--- config.mk ---
export PLATFORM = sky130hd
export DESIGN_NAME = seq_alu_flat
export DESIGN_NICKNAME = d
export VERILOG_FILES = /design/src/rtl/seq_alu_pkg.sv /design/src/rtl/seq_alu_if.sv /design/src/rtl/seq_alu_divider.sv /design/src/rtl/seq_alu.sv /design/src/flat_wrapper.sv
export SDC_FILE = /design/constraint.sdc
export NUM_CORES = 1
export LEC_CHECK = 0
export CAP_MARGIN = 10
export CORE_MARGIN = 5
export CORE_UTILIZATION = 35
export DETAILED_ROUTE_END_ITERATION = 8
export PLACE_DENSITY = 0.55
export SYNTH_ARGS = -nofsm -noshare
export SYNTH_HDL_FRONTEND = slang
export SYNTH_SLANG_ARGS = --single-unit
--- constraint.sdc ---
create_clock -name clk -period 8.1 [get_ports clk]
set_input_delay 1.62 -clock clk [delete_from_list [all_inputs] [get_ports clk]]
set_output_delay 1.62 -clock clk [all_outputs]
set_load 0.05 [all_outputs]
--- src/rtl/seq_alu_pkg.sv ---
// Shared types for the sequential ALU.
// Opcodes, FSM states and flag bit positions.
package seq_alu_pkg;

  typedef enum logic [1:0] {
    OP_ADD = 2'b00,
    OP_SUB = 2'b01,
    OP_MUL = 2'b10,
    OP_DIV = 2'b11
  } op_e;

  typedef enum logic [1:0] {
    IDLE = 2'b00,
    DIV  = 2'b01,
    DONE = 2'b10
  } state_e;

  localparam int FLAG_ZERO = 0;
  localparam int FLAG_NEG  = 1;
  localparam int FLAG_DZ   = 2;

endpackage

--- src/rtl/seq_alu_if.sv ---
// Operand/result handshake bundle for seq_alu.
// flags exists only when SEQ_ALU_FLAGS_EN is defined.
interface seq_alu_if #(
  parameter int W = 4
);

  logic           in_valid;
  logic           in_ready;
  logic [W-1:0]   in1;
  logic [W-1:0]   in2;
  logic [1:0]     opcode;
  logic           out_valid;
  logic           out_ready;
  logic [2*W-1:0] out_data;
`ifdef SEQ_ALU_FLAGS_EN
  logic [2:0]     flags;
`endif

  modport master (
    output in_valid, in1, in2, opcode,
    output out_ready,
`ifdef SEQ_ALU_FLAGS_EN
    input  flags,
`endif
    input  in_ready, out_valid, out_data
  );

  modport slave (
    input  in_valid, in1, in2, opcode,
    input  out_ready,
`ifdef SEQ_ALU_FLAGS_EN
    output flags,
`endif
    output in_ready, out_valid, out_data
  );

endinterface

--- src/rtl/seq_alu_divider.sv ---
// Restoring divider, one quotient bit per cycle, MSB first.
// First iteration runs on the start edge from the raw operands.
module seq_alu_divider #(
  parameter int W = 4
) (
  input  logic         clk,
  input  logic         rst_n,
  input  logic         start,
  input  logic [W-1:0] dividend,
  input  logic [W-1:0] divisor,
  output logic         busy,
  output logic         done,
  output logic [W-1:0] quotient,
  output logic [W-1:0] remainder
);

  localparam int CW = $clog2(W);

  logic [CW-1:0] count;
  logic          run;
  logic [W-1:0]  quo;
  logic [W-1:0]  rem;
  logic [W-1:0]  dsr;
  logic [W-1:0]  r0;
  logic [W-1:0]  q0;
  logic [W-1:0]  d0;
  logic [W:0]    sh;
  logic [W-1:0]  diff;
  logic          fits;

  // One shift/compare/subtract step; a zero divisor always fits,
  // which yields all-ones quotient and the dividend as remainder.
  always_comb begin
    r0   = start ? '0 : rem;
    q0   = start ? dividend : quo;
    d0   = start ? divisor : dsr;
    sh   = {r0, q0[W-1]};
    fits = sh >= {1'b0, d0};
    diff = sh[W-1:0] - d0;
  end

  assign done      = run && (count == CW'(W-1));
  assign busy      = run;
  assign quotient  = quo;
  assign remainder = rem;

  // Iteration state: W steps starting at the start edge.
  always_ff @(posedge clk or negedge rst_n) begin
    if (!rst_n) begin
      run   <= 1'b0;
      count <= '0;
      quo   <= '0;
      rem   <= '0;
      dsr   <= '0;
    end else if (start || run) begin
      rem   <= fits ? diff : sh[W-1:0];
      quo   <= {q0[W-2:0], fits};
      dsr   <= d0;
      count <= start ? CW'(1) : count + CW'(1);
      run   <= start ? 1'b1 : !done;
    end
  end

endmodule

--- src/rtl/seq_alu.sv ---
// Clocked add/sub/mul/div with ready/valid on both sides.
// Build option: SEQ_ALU_FLAGS_EN adds the {dz, neg, zero} flags.
module seq_alu
  import seq_alu_pkg::*;
#(
  parameter int W = 4
) (
  input  logic     clk,
  input  logic     rst_n,
  seq_alu_if.slave bus
);

  state_e         state;
  state_e         state_nx;
  op_e            op;
  logic           accept;
  logic           start;
  logic           load;
  logic [2*W-1:0] a;
  logic [2*W-1:0] b;
  logic [2*W-1:0] alu_res;
  logic [2*W-1:0] res;
  logic           div_busy;
  logic           div_done;
  logic [W-1:0]   quo;
  logic [W-1:0]   rem;

  assign op = op_e'(bus.opcode);

  seq_alu_divider #(.W(W)) u_div (
    .clk       (clk),
    .rst_n     (rst_n),
    .start     (start),
    .dividend  (bus.in1),
    .divisor   (bus.in2),
    .busy      (div_busy),
    .done      (div_done),
    .quotient  (quo),
    .remainder (rem)
  );

  // State register.
  always_ff @(posedge clk or negedge rst_n) begin
    if (!rst_n) state <= IDLE;
    else        state <= state_nx;
  end

  // Next state: divide runs W steps then one load cycle.
  always_comb begin
    state_nx = state;
    unique case (state)
      IDLE:    if (start)    state_nx = DIV;
      DIV:     if (div_done) state_nx = DONE;
      DONE:    state_nx = IDLE;
      default: state_nx = IDLE;
    endcase
  end

  // Handshake and load strobes derived from state.
  always_comb begin
    bus.in_ready = (state == IDLE) && !div_busy &&
                   (!bus.out_valid || bus.out_ready);
    accept = bus.in_valid && bus.in_ready;
    start  = accept && (op == OP_DIV);
    load   = (accept && (op != OP_DIV)) || (state == DONE);
  end

  // Single-cycle arithmetic on zero-extended operands.
  always_comb begin
    a = {{W{1'b0}}, bus.in1};
    b = {{W{1'b0}}, bus.in2};
    unique case (op)
      OP_ADD:  alu_res = a + b;
      OP_SUB:  alu_res = a - b;
      OP_MUL:  alu_res = a * b;
      default: alu_res = '0;
    endcase
    res = (state == DONE) ? {rem, quo} : alu_res;
  end

  // Output register: holds under backpressure, reloads back-to-back.
  always_ff @(posedge clk or negedge rst_n) begin
    if (!rst_n) begin
      bus.out_valid <= 1'b0;
      bus.out_data  <= '0;
    end else if (load) begin
      bus.out_valid <= 1'b1;
      bus.out_data  <= res;
    end else if (bus.out_ready) begin
      bus.out_valid <= 1'b0;
    end
  end

`ifdef SEQ_ALU_FLAGS_EN
  logic dz_pend;

  // Remember a zero divisor for the duration of the divide.
  always_ff @(posedge clk or negedge rst_n) begin
    if (!rst_n)     dz_pend <= 1'b0;
    else if (start) dz_pend <= (bus.in2 == '0);
  end

  // Flags change only alongside a new result.
  always_ff @(posedge clk or negedge rst_n) begin
    if (!rst_n) begin
      bus.flags <= '0;
    end else if (load) begin
      bus.flags[FLAG_ZERO] <= (res == '0);
      bus.flags[FLAG_NEG]  <= (state != DONE) &&
                              (op == OP_SUB) &&
                              (bus.in1 < bus.in2);
      bus.flags[FLAG_DZ]   <= (state == DONE) && dz_pend;
    end
  end
`endif

endmodule

--- src/flat_wrapper.sv ---
// flat-port wrapper written by rule: the top's interface ports become plain ports
module seq_alu_flat import seq_alu_pkg::*;
#(
  parameter int W = 4
)
  (clk, rst_n, bus_in_valid, bus_in1, bus_in2, bus_opcode, bus_out_ready, bus_in_ready, bus_out_valid, bus_out_data);
  seq_alu_if #(.W(W)) bus_i ();
  input  logic clk;
  input  logic rst_n;
  input wire logic [$bits(bus_i.in_valid)-1:0] bus_in_valid;
  input wire logic [$bits(bus_i.in1)-1:0] bus_in1;
  input wire logic [$bits(bus_i.in2)-1:0] bus_in2;
  input wire logic [$bits(bus_i.opcode)-1:0] bus_opcode;
  input wire logic [$bits(bus_i.out_ready)-1:0] bus_out_ready;
  output wire logic [$bits(bus_i.in_ready)-1:0] bus_in_ready;
  output wire logic [$bits(bus_i.out_valid)-1:0] bus_out_valid;
  output wire logic [$bits(bus_i.out_data)-1:0] bus_out_data;
  assign bus_i.in_valid = bus_in_valid;
  assign bus_i.in1 = bus_in1;
  assign bus_i.in2 = bus_in2;
  assign bus_i.opcode = bus_opcode;
  assign bus_i.out_ready = bus_out_ready;
  assign bus_in_ready = bus_i.in_ready;
  assign bus_out_valid = bus_i.out_valid;
  assign bus_out_data = bus_i.out_data;
  seq_alu #(.W(W)) u_core (.clk(clk), .rst_n(rst_n), .bus(bus_i));
endmodule
==> summary.md <==
| Metric | Value |
|---|---|
| Status | `finished, final reports clean` |
| Max FO, Critical Path | `3` |
| Starting DRT DRC Count | `69` |
| Number of enable flip-flop cells after synthesis | `0` |
| Final Util | `42.2%` |
| Time the worst path needs with I/O delays and setup | `4.80 ns` |
| Die W | `88.3 um` |
| Initial antenna violation count | `0` |
| Clock transition at path regs | `0.10 ns` |
| Number of global-route vias before repair | `1702` |
| Die area | `7800 um^2` |
| DR vias/cell | `5.12` |
| P&R area growth vs syn | `17.2%` |
| Setup_tns | `0 ns` |
| RD Place Congestion | `0.782` |
| CTS max path bufs | `2` |
| Critical path buffers and inverters | `2` |
| Worst Skew | `0.00973 ns` |
| Syn Area/Cell | `9.18 um^2` |
| Crit end category | `primary output` |
| Setup Buffers After CTS | `0` |
| Post-route cell area | `2520 um^2` |
| Syn nets | `280` |
| Post-cts sizing count | `0` |
| CP peak stage delay | `0.84 ns` |
| WL/cell | `14.9 um` |
| Pin count of the biggest net entering global routing | `27` |
| Most frequent CP cell | `clkdlybuf4s50_1` |
| PwrDens | `334 nW/um^2` |
| Fraction of layout cells with a size suffix above 1 | `4.31%` |
| DR pass1 iterations | `4` |
| Busiest grt layer | `met2` |
| Crit-path leading delay family | `buffers and inverters` |
| Met2 Use GR | `21.8%` |
| Crit-path cells | `clkdlybuf4s50_1 > nor2b_1 > nor4_1 > clkdlybuf4s50_1` |
| Leakage power | `1.20 nW` |
| Unique masters post-synth | `46` |
| Clock latency on the worst-skew pair | `0.28 ns` |
| CTS root buf | `clkbuf_8` |
| MaxCap Viol Count | `0` |
| # clock sinks | `26` |
| Fmax | `208 MHz` |
| Nets | `302` |
| CTS tree | `built` |
| Setup crit start kind | `primary input` |
| Final setup vio count | `0` |
| Worst Max-Slew Pin Slew | `0.711 ns` |
| CTS buffer count | `3` |
| Synth Instances | `234` |
| GRT met1 Usage | `20.2%` |
| CORE AREA | `5960 um^2` |
| CP required | `6.48 ns` |
| Row cnt | `28` |
| First-pass GRT wire length | `8.46 mm` |
| Inserted Diodes | `0` |
| WL final | `4.93 mm` |
| Flops & latches, synth | `26` |
| Tightest Hold Check Type | `reg -> reg` |
| DR DRC count | `0` |
| Relative slew slack | `52.5%` |
| Height of the die | `88.3 um` |
| Initial Utilization | `36.1%` |
| Synth Cell Area | `2150 um^2` |
| Overall power | `0.000840 W` |
| Fillcell total | `618` |
| WP data arrival | `3.18 ns` |
| IO Pins | `24` |
| Total GRT Usage | `13.8%` |
| Hold buffer count at CTS | `0` |
| Warnings, synthesis | `0` |
| Fin. Hold Viols | `0` |
| M3 GR Usage | `0.838%` |
| DP Area | `2440 um^2` |
| Final HPWL DP | `3.87 mm` |
| Unrepaired setup endpoints after global routing | `false` |
| Max H-tree Level | `1` |
| I/O Buffers | `23` |
| Fin crit share | `59.3%` |
| Async set-reset flop share out of synthesis | `100%` |
| Register area share after synthesis | `30.3%` |
| Crit path max-delay cell type | `clkdlybuf4s50_1` |
| Peak VDD IR | `0.155 mV` |
| GRT Residual Overflow | `0` |
| Synth Flop Type | `dfrtp_1` |
| Vias | `1691` |
| Final ANT Viol Nets | `0` |
| Slew Viols, Final | `0` |
| Worst Path Class, Setup | `in -> out` |
==> area by class of cell <==
type                       instances  area [um^2]  area share [%]
tap                               75         93.8            3.73
sequential                        26          651            25.9
clock buffer                       3         41.3            1.64
inverter                          21         78.8            3.13
multi-input combinational        180         1380            55.0
timing repair buffer              24          238            9.45
clock inverter                     1         30.0            1.19
==> state kept, by name (all words and copies together) (netlist names) <==
| signal | count |
|---|---|
| u_core.u_div.dsr | 4 |
| u_core.bus.out_valid | 1 |
| u_core.state | 2 |
| u_core.u_div.remainder | 4 |
| u_core.u_div.quotient | 4 |
| u_core.bus.out_data | 8 |
| u_core.u_div.busy | 1 |
| u_core.u_div.count | 2 |
==> worst min-delay path, cell delays in order, from the launching register on <==
cell and delay (ns):
dfrtp_1 0.33, nand2_1 0.06, nand2_1 0.07
==> per-layer routing <==
layer	routed length (um)	vias to the layer above
met2	2120	32
met3	152	6
met4	87	0
li1	-	863
met1	2570	790
met5	0	-
==> kinds of logic (layout without fill, tap and decap cells) <==
family,count (synthesis),in the layout,share of synthesized area (%)
buffers and inverters,28,49,5.24
and+or+nand+nor,75,75,17.7
adders and majority gates,32,32,21.1
DFF,26,26,30.3
xor gates and xnor gates,7,7,2.86
muxes,6,6,3.03
AOI/OAI and AO/OA,60,60,19.8
==> through the flow <==
step                hold slack, ns  setup WS (ns)  instances
global route                 0.532           3.14        330
global placement             0.457           3.14        326
finish                       0.484           3.30        330
detailed placement           0.459           3.09        326
floorplan                    0.439           3.35        234
CTS                          0.483           3.29        330
==> power by group <==
group | total (W) | switching [W] | internal [W]
clock network | 0.000110 | 0.0000434 | 0.0000662
logic | 0.000485 | 0.000281 | 0.000204
registers | 0.000245 | 0.0000547 | 0.000190
==> synth_stat cells, types with 2 or more instances <==
master     count  area (um^2)
a211oi_1       4         30.0
clkbuf_1       6         22.5
a22o_1         2         17.5
nand3b_1       2         15.0
ha_1          25          313
a22oi_1        4         30.0
inv_1         21         78.8
mux2i_1        5         50.1
nand2b_1       3         18.8
a211o_1        4         35.0
a32oi_1        2         17.5
dfrtp_1       26          651
fa_1           7          140
and2_1         9         56.3
nor4b_1        2         17.5
a21oi_1       12         60.1
xnor2_1        6         52.6
o31ai_1        2         15.0
a21o_1         3         22.5
o21ai_0       14         70.1
a2bb2oi_1      2         17.5
nand2_1       28          105
nor2_1        17         63.8
nor2b_1        5         31.3
nand3_1        2         10.0
==> layout by cell type (no fill, tap or decap), types with 2 or more instances in the layout <==
cell	n
a32oi_1	2
nand2_1	28
fa_1	7
nand3b_1	2
inv_1	21
a21oi_1	12
xnor2_1	6
a22oi_1	4
a211oi_1	4
mux2i_1	5
nand2b_1	3
dfrtp_1	26
a2bb2oi_1	2
and2_1	9
a22o_1	2
o21ai_0	14
o31ai_1	2
ha_1	25
nor4b_1	2
clkdlybuf4s50_1	23
nand3_1	2
a21o_1	3
nor2b_1	5
clkbuf_8	3
nor2_1	17
a211o_1	4
==> worst paths after layout <==
kind                                startpoint                        end  slack [ns]  depth (start not counted)
min reg2reg                u_core.u_div.dsr[0]        u_core.u_div.dsr[0]        0.48                          2
max                              bus_out_ready               bus_in_ready        3.30                          4
min                        u_core.u_div.dsr[0]        u_core.u_div.dsr[0]        0.48                          2
max reg2reg                  u_core.u_div.busy  u_core.u_div.remainder[0]        4.54                         10
min in group asynchronous                rst_n   u_core.u_div.quotient[3]        1.71                          2
max in group asynchronous                rst_n   u_core.u_div.quotient[1]        6.14                          2
Note: power is estimated with default switching activity, not from simulation.
